===== src/rtl/pipeline_insnfetch_q.sv =====
// rtl/pipeline_insnfetch_q.sv - instruction fetch stage with prefetch queue; optional same-cycle bypass via IFQ_BYPASS_EN
module pipeline_insnfetch_q #(
    parameter logic [31:0] RESET_PC    = 32'h0000_0000,
    parameter int          QUEUE_DEPTH = 4
) (
    input  logic        CLK,
    input  logic        RST,
    output logic        mem_req,
    output logic [31:0] mem_addr,
    input  logic        mem_gnt,
    input  logic        mem_rvalid,
    input  logic [31:0] mem_rdata,
    input  logic        redirect_en,
    input  logic [31:0] redirect_pc,
    input  logic        stall_in,
    output logic [31:0] insn,
    output logic [31:0] insnPC,
    output logic        insn_valid,
    output logic        placeholder_insn
);
    localparam int PTR_W = $clog2(QUEUE_DEPTH);
    localparam int CNT_W = PTR_W + 1;
    localparam logic [CNT_W:0] DEPTH_W = (CNT_W + 1)'(QUEUE_DEPTH);

    logic [31:0]      fetch_pc_q, fetch_pc_d;
    logic [31:0]      resp_pc_q, resp_pc_d;
    logic [CNT_W-1:0] outstanding_q, outstanding_d;
    logic [CNT_W-1:0] drop_cnt_q, drop_cnt_d;
    logic [CNT_W-1:0] count_q, count_d;
    logic [PTR_W-1:0] rd_ptr_q, rd_ptr_d;
    logic [PTR_W-1:0] wr_ptr_q, wr_ptr_d;

    logic [31:0] q_insn [QUEUE_DEPTH];
    logic [31:0] q_pc   [QUEUE_DEPTH];

    logic [CNT_W-1:0] live_inflight;
    logic [CNT_W:0]   credit_sum;
    logic             grant;
    logic             resp_live;
    logic             bypass;
    logic             queue_valid;
    logic             push;
    logic             pop;

    // Credit accounting: queued entries plus live (non-dropped) reads must fit in the queue
    always_comb begin
        live_inflight = outstanding_q - drop_cnt_q;
        credit_sum    = {1'b0, count_q} + {1'b0, live_inflight};
        mem_req       = !RST && !redirect_en && ({1'b0, outstanding_q} < DEPTH_W)
                        && (credit_sum < DEPTH_W);
        mem_addr      = fetch_pc_q;
        grant         = mem_req && mem_gnt;
        resp_live     = mem_rvalid && (drop_cnt_q == '0) && !redirect_en;
    end

`ifdef IFQ_BYPASS_EN
    assign bypass = !RST && (count_q == '0) && resp_live && !stall_in;
`else
    assign bypass = 1'b0;
`endif

    // Decode-side outputs: queue head, or the live response itself when bypassing
    always_comb begin
        queue_valid      = (count_q != '0) && !redirect_en;
        insn_valid       = queue_valid || bypass;
        placeholder_insn = !insn_valid;
        insn             = 32'h0;
        insnPC           = 32'h0;
        if (bypass) begin
            insn   = mem_rdata;
            insnPC = resp_pc_q;
        end else if (queue_valid) begin
            insn   = q_insn[rd_ptr_q];
            insnPC = q_pc[rd_ptr_q];
        end
        pop  = queue_valid && !stall_in;
        push = resp_live && !bypass;
    end

    // Next-state: redirect flushes the queue and turns every in-flight read into a drop
    always_comb begin
        fetch_pc_d    = fetch_pc_q;
        resp_pc_d     = resp_pc_q;
        outstanding_d = outstanding_q + CNT_W'(grant) - CNT_W'(mem_rvalid);
        drop_cnt_d    = drop_cnt_q;
        count_d       = count_q + CNT_W'(push) - CNT_W'(pop);
        rd_ptr_d      = pop  ? rd_ptr_q + PTR_W'(1) : rd_ptr_q;
        wr_ptr_d      = push ? wr_ptr_q + PTR_W'(1) : wr_ptr_q;
        if (redirect_en) begin
            fetch_pc_d = redirect_pc;
            resp_pc_d  = redirect_pc;
            drop_cnt_d = outstanding_q - CNT_W'(mem_rvalid);
            count_d    = '0;
            rd_ptr_d   = '0;
            wr_ptr_d   = '0;
        end else begin
            if (grant) begin
                fetch_pc_d = fetch_pc_q + 32'd4;
            end
            if (resp_live) begin
                resp_pc_d = resp_pc_q + 32'd4;
            end
            if (mem_rvalid && (drop_cnt_q != '0)) begin
                drop_cnt_d = drop_cnt_q - CNT_W'(1);
            end
        end
    end

    // Control state registers with asynchronous reset
    always_ff @(posedge CLK or posedge RST) begin
        if (RST) begin
            fetch_pc_q    <= RESET_PC;
            resp_pc_q     <= RESET_PC;
            outstanding_q <= '0;
            drop_cnt_q    <= '0;
            count_q       <= '0;
            rd_ptr_q      <= '0;
            wr_ptr_q      <= '0;
        end else begin
            fetch_pc_q    <= fetch_pc_d;
            resp_pc_q     <= resp_pc_d;
            outstanding_q <= outstanding_d;
            drop_cnt_q    <= drop_cnt_d;
            count_q       <= count_d;
            rd_ptr_q      <= rd_ptr_d;
            wr_ptr_q      <= wr_ptr_d;
        end
    end

    // Queue storage; contents are qualified by count_q so no reset is needed
    always_ff @(posedge CLK) begin
        if (push) begin
            q_insn[wr_ptr_q] <= mem_rdata;
            q_pc[wr_ptr_q]   <= resp_pc_q;
        end
    end
endmodule

===== config.mk =====
export PLATFORM = sky130hd
export DESIGN_NAME = pipeline_insnfetch_q
export DESIGN_NICKNAME = d
export VERILOG_FILES = /design/src/rtl/pipeline_insnfetch_q.sv
export SDC_FILE = /design/constraint.sdc
export NUM_CORES = 1
export LEC_CHECK = 0
export CELL_PAD_IN_SITES_DETAIL_PLACEMENT = 1
export CELL_PAD_IN_SITES_GLOBAL_PLACEMENT = 1
export CORE_MARGIN = 8
export CORE_UTILIZATION = 45
export CTS_CLUSTER_DIAMETER = 150
export DETAILED_ROUTE_END_ITERATION = 7
export DONT_BUFFER_PORTS = 1
export GPL_ROUTABILITY_DRIVEN = 1
export GPL_TIMING_DRIVEN = 1
export PLACE_DENSITY_LB_ADDON = 0.1
export SYNTH_ARGS = -nofsm -noshare
export SYNTH_HDL_FRONTEND = slang
export SYNTH_SLANG_ARGS = --single-unit

===== constraint.sdc =====
create_clock -name CLK -period 5.2 [get_ports CLK]
set_input_delay 0.52 -clock CLK [delete_from_list [all_inputs] [get_ports CLK]]
set_output_delay 0.52 -clock CLK [all_outputs]
set_load 0.02 [all_outputs]

==> impl_metrics.ini <==
[status]
outcome = finished clean

[detailed_routing]
drt-wirelength-per-cell_um = 24.8
avgViaCountPerCell = 5.75
via_count = 7520
number_of_iterations_in_the_first_detailed_routing_pass = 5
totalWireLength_um = 32400
drt.antenna.violating_nets = 0
first_iter_violations = 286
remaining_design_rule_violation_count = 0

[logic_synthesis]
combinational_family_with_the_most_area_after_synthesis = multiplexers
most_frequently_used_flop_master_after_synthesis = sky130_fd_sc_hd__edfxtp_1
adder_cell_fraction_of_synth_area = 0.0194
asyncSetResetFlopFracSynth = 0.231
synth_warnings = 0
post-synth-top-area-fraction = 0.548
synth_sequential_area_ratio = 0.685
ys_top_cells_by_area = sky130_fd_sc_hd__edfxtp_1, sky130_fd_sc_hd__dfrtp_1, sky130_fd_sc_hd__mux4_2
count_of_unique_library_cells_instantiated_by_yosys = 53
syn_avg_cell_area_um2 = 16.0
mux_cell_area_share_after_synthesis = 0.111
synthesis.nets = 965
synthDominantAreaCellType = sky130_fd_sc_hd__edfxtp_1
syn_inst = 875
syn-cell-area_um2 = 14000
number_of_flops_mapped_to_enable_cells_by_yosys = 256
synth_xor_area_frac = 0.0287
synth-compound-area-share = 0.0377
synth.ff_latch_count = 333
post_synth_and_or_nand_nor_area_fraction = 0.100

[die]
row_count = 64
ios = 169
initial_core_util = 0.457
core_area_um2 = 30700
die_x_um = 193
die_area_um2 = 37100
die_h_um = 193

[worst_setup_path]
cp_data_required_time_ns = 5.59
timing.critical_path.cells = inv_1 -> ha_1 -> inv_1 -> fa_1 -> xor2_1 -> xnor2_1 -> ha_1 -> nor4_2 -> and4b_1 -> buf_4 -> inv_4 -> ha_1 -> inv_1 -> ha_1 -> fa_1 -> xor2_1 -> xnor2_1
timing.critical_path.from_type = register
critPathMaxFanout = 24
critical_path.top_delay_family = adder cells
buffers_inverters_on_critical_path = 5
crit_path_end_kind = register
worst_path_largest_cell_delay_ns = 0.38
crit_top_cell = sky130_fd_sc_hd__ha_1
crit-reg2reg-launch = outstanding_q[0]
crit_start = outstanding_q[0]
worst_ep_arrival_time_ns = 4.21
criticalPathCategory = reg2reg
crit_path_top_delay_cell = sky130_fd_sc_hd__dfrtp_1

[cts]
clk_pin_slew_ns = 0.06
cts_made_buffers = 37
postCtsSetupRepairBufs = 0
ctsHoldBuffers = 1
cts_root_buf = sky130_fd_sc_hd__clkbuf_16
htreeDepth = 2
max_root_sink_buffers = 3
sinks_on_clock_net = 333
cts_tree = built
cts_resized = 0
clk_latency_ns = 0.51

[timing]
tns_ns = 0
drv_slew = 0
timing.final.hold_violations = 0
timing.final.crit_share = 0.734
post_route_minimum_period_ns = 3.82
setup_viol = 0
hold-worst-slack_ns = 0.0900
fin_skew_ns = 0.00655
worst_slew_pin_slew_ns = 1.03
rsz0062_at_grt = false
max_clock_freq_ghz = 0.262
slew_headroom = 0.313

[pwr]
leakage_nw = 5.24
power_density_nw_per_um2 = 449
vdd.ir_drop.worst_mv = 0.181

[global_routing]
grt_first_pass_wirelength_um = 50700
initial_antenna_violation_count = 0
grt_remaining_overflow = 0
via_count_of_the_first_global_routing_pass = 8523
global_route.usage.total = 0.178
grt_start_max_net_pins = 72

[placed_design]
hpwl_um = 20900
place.gp.congestion = 0.894
port_buffers = 0

[finish]
final_standard_cell_utilization_of_the_core = 0.508
syn_to_final_growth_pct = 11.1
fraction_of_final_layout_cells_sized_beyond_drive_strength_1 = 0.156
num-nets-final = 975
antennaDiodeCount = 0

[flow_run]
max_cap_viol_count = 0

[hold_path]
worst_hold_path_type = in2reg
min_from = redirect_en
[cell usage in the layout, fill, tap and decap left out, drive strengths merged, types with 4 or more instances in the layout]
cell type,n
o21a,4
a31oi,6
inv,27
ha,17
nand4,26
edfxtp,256
buf,7
o21ai,32
nor3,11
and3,14
o311ai,10
nand2b,7
a21boi,7
and2,70
xor2,29
mux2,9
clkinv,15
mux4,64
nor2,26
clkbuf,45
or4,4
o211ai,8
dfrtp,77
xnor2,17
nand2,56
nand3,27
nor4,8
[layer usage]
metal,share of wire,vias to the layer above,track usage
li1,-,3383,-
met1,0.43,3881,0.234
met2,0.47,209,0.286
met3,0.081,47,0.0529
met4,0.017,0,0.0461
met5,0,-,0
[worst register-to-register path, cell delays in order, from the launching register on]
cell and delay (ns):
sky130_fd_sc_hd__dfrtp_1 0.38, sky130_fd_sc_hd__inv_1 0.09, sky130_fd_sc_hd__ha_1 0.14, sky130_fd_sc_hd__inv_1 0.05
sky130_fd_sc_hd__fa_1 0.37, sky130_fd_sc_hd__xor2_1 0.17, sky130_fd_sc_hd__xnor2_1 0.14, sky130_fd_sc_hd__ha_1 0.19
sky130_fd_sc_hd__nor4_2 0.30, sky130_fd_sc_hd__and4b_1 0.26, sky130_fd_sc_hd__buf_4 0.26, sky130_fd_sc_hd__inv_4 0.17
sky130_fd_sc_hd__ha_1 0.31, sky130_fd_sc_hd__inv_1 0.04, sky130_fd_sc_hd__ha_1 0.19, sky130_fd_sc_hd__fa_1 0.38
sky130_fd_sc_hd__xor2_1 0.16, sky130_fd_sc_hd__xnor2_1 0.13
[cells in the mapped netlist (6+ instances only)]
| cell | number |
|---|---|
| sky130_fd_sc_hd__o311ai_0 | 7 |
| sky130_fd_sc_hd__edfxtp_1 | 256 |
| sky130_fd_sc_hd__clkbuf_1 | 28 |
| sky130_fd_sc_hd__o211ai_1 | 8 |
| sky130_fd_sc_hd__and3_1 | 14 |
| sky130_fd_sc_hd__nor2_1 | 26 |
| sky130_fd_sc_hd__nand2_1 | 56 |
| sky130_fd_sc_hd__ha_1 | 17 |
| sky130_fd_sc_hd__mux2_2 | 9 |
| sky130_fd_sc_hd__xnor2_1 | 17 |
| sky130_fd_sc_hd__and2_1 | 70 |
| sky130_fd_sc_hd__a21boi_0 | 6 |
| sky130_fd_sc_hd__mux4_2 | 64 |
| sky130_fd_sc_hd__nor3_1 | 11 |
| sky130_fd_sc_hd__nor4_1 | 6 |
| sky130_fd_sc_hd__nand2b_1 | 7 |
| sky130_fd_sc_hd__nand4_1 | 26 |
| sky130_fd_sc_hd__o21ai_0 | 31 |
| sky130_fd_sc_hd__dfrtp_1 | 77 |
| sky130_fd_sc_hd__xor2_1 | 29 |
| sky130_fd_sc_hd__a31oi_1 | 6 |
| sky130_fd_sc_hd__inv_1 | 24 |
| sky130_fd_sc_hd__nand3_1 | 27 |
[path summary, 6_finish.rpt]
| path | to | slack, ns | cells past startpoint |
|---|---|---|---|
| max | outstanding_q[2] | 1.38 | 17 |
| min | wr_ptr_q[1] | 0.09 | 1 |
| max reg2reg | outstanding_q[2] | 1.38 | 17 |
| min reg2reg | outstanding_q[0] | 0.52 | 1 |
| max in group asynchronous | mem_addr[4] | 3.64 | 3 |
| min in group asynchronous | outstanding_q[2] | 0.36 | 2 |
[kinds of logic after synthesis]
kind of cell	after synthesis
xor+xnor	46
buf+inv	62
simple gates	260
compound gates	80
flops	333
fa+ha+maj	20
mux	74
[per-stage QoR]
stage | power (W) | instance area [µm²] | setup slack, ns | cells
after floorplan | 0.00432 | 14000 | 1.70 | 875
after global placement | 0.00460 | 14500 | 1.49 | 1241
after detailed placement | 0.00465 | 14500 | 1.35 | 1241
after CTS | 0.00712 | 15600 | 1.34 | 1307
after global routing | 0.00733 | 15600 | 1.12 | 1307
final | 0.00700 | 15600 | 1.38 | 1307
[final cells by class]
type / instances / area (µm²)
Timing Repair Buffer: 8 / 62.6
Clock buffer: 45 / 956
Tap cell: 396 / 495
Fill cell: 2915 / 15100
Inverter: 25 / 96.3
Sequential cell: 333 / 9620
Multi-Input combinational cell: 480 / 4190
Clock inverter: 20 / 171
[power breakdown]
part	total [W]	leakage, nW	switching, W	internal, W
Clock	0.00245	0.554	0.000999	0.00145
Combinational	0.00123	1.45	0.000692	0.000541
Sequential	0.00331	3.23	0.000268	0.00305
[sequential cells by signal, summed over array words and instances, names as in the netlist]
register	count
count_q	3
drop_cnt_q	3
mem_addr	32
outstanding_q	3
q_insn	128
q_pc	128
rd_ptr_q	2
resp_pc_q	32
wr_ptr_q	2
Power figures use the tool's default switching activity.
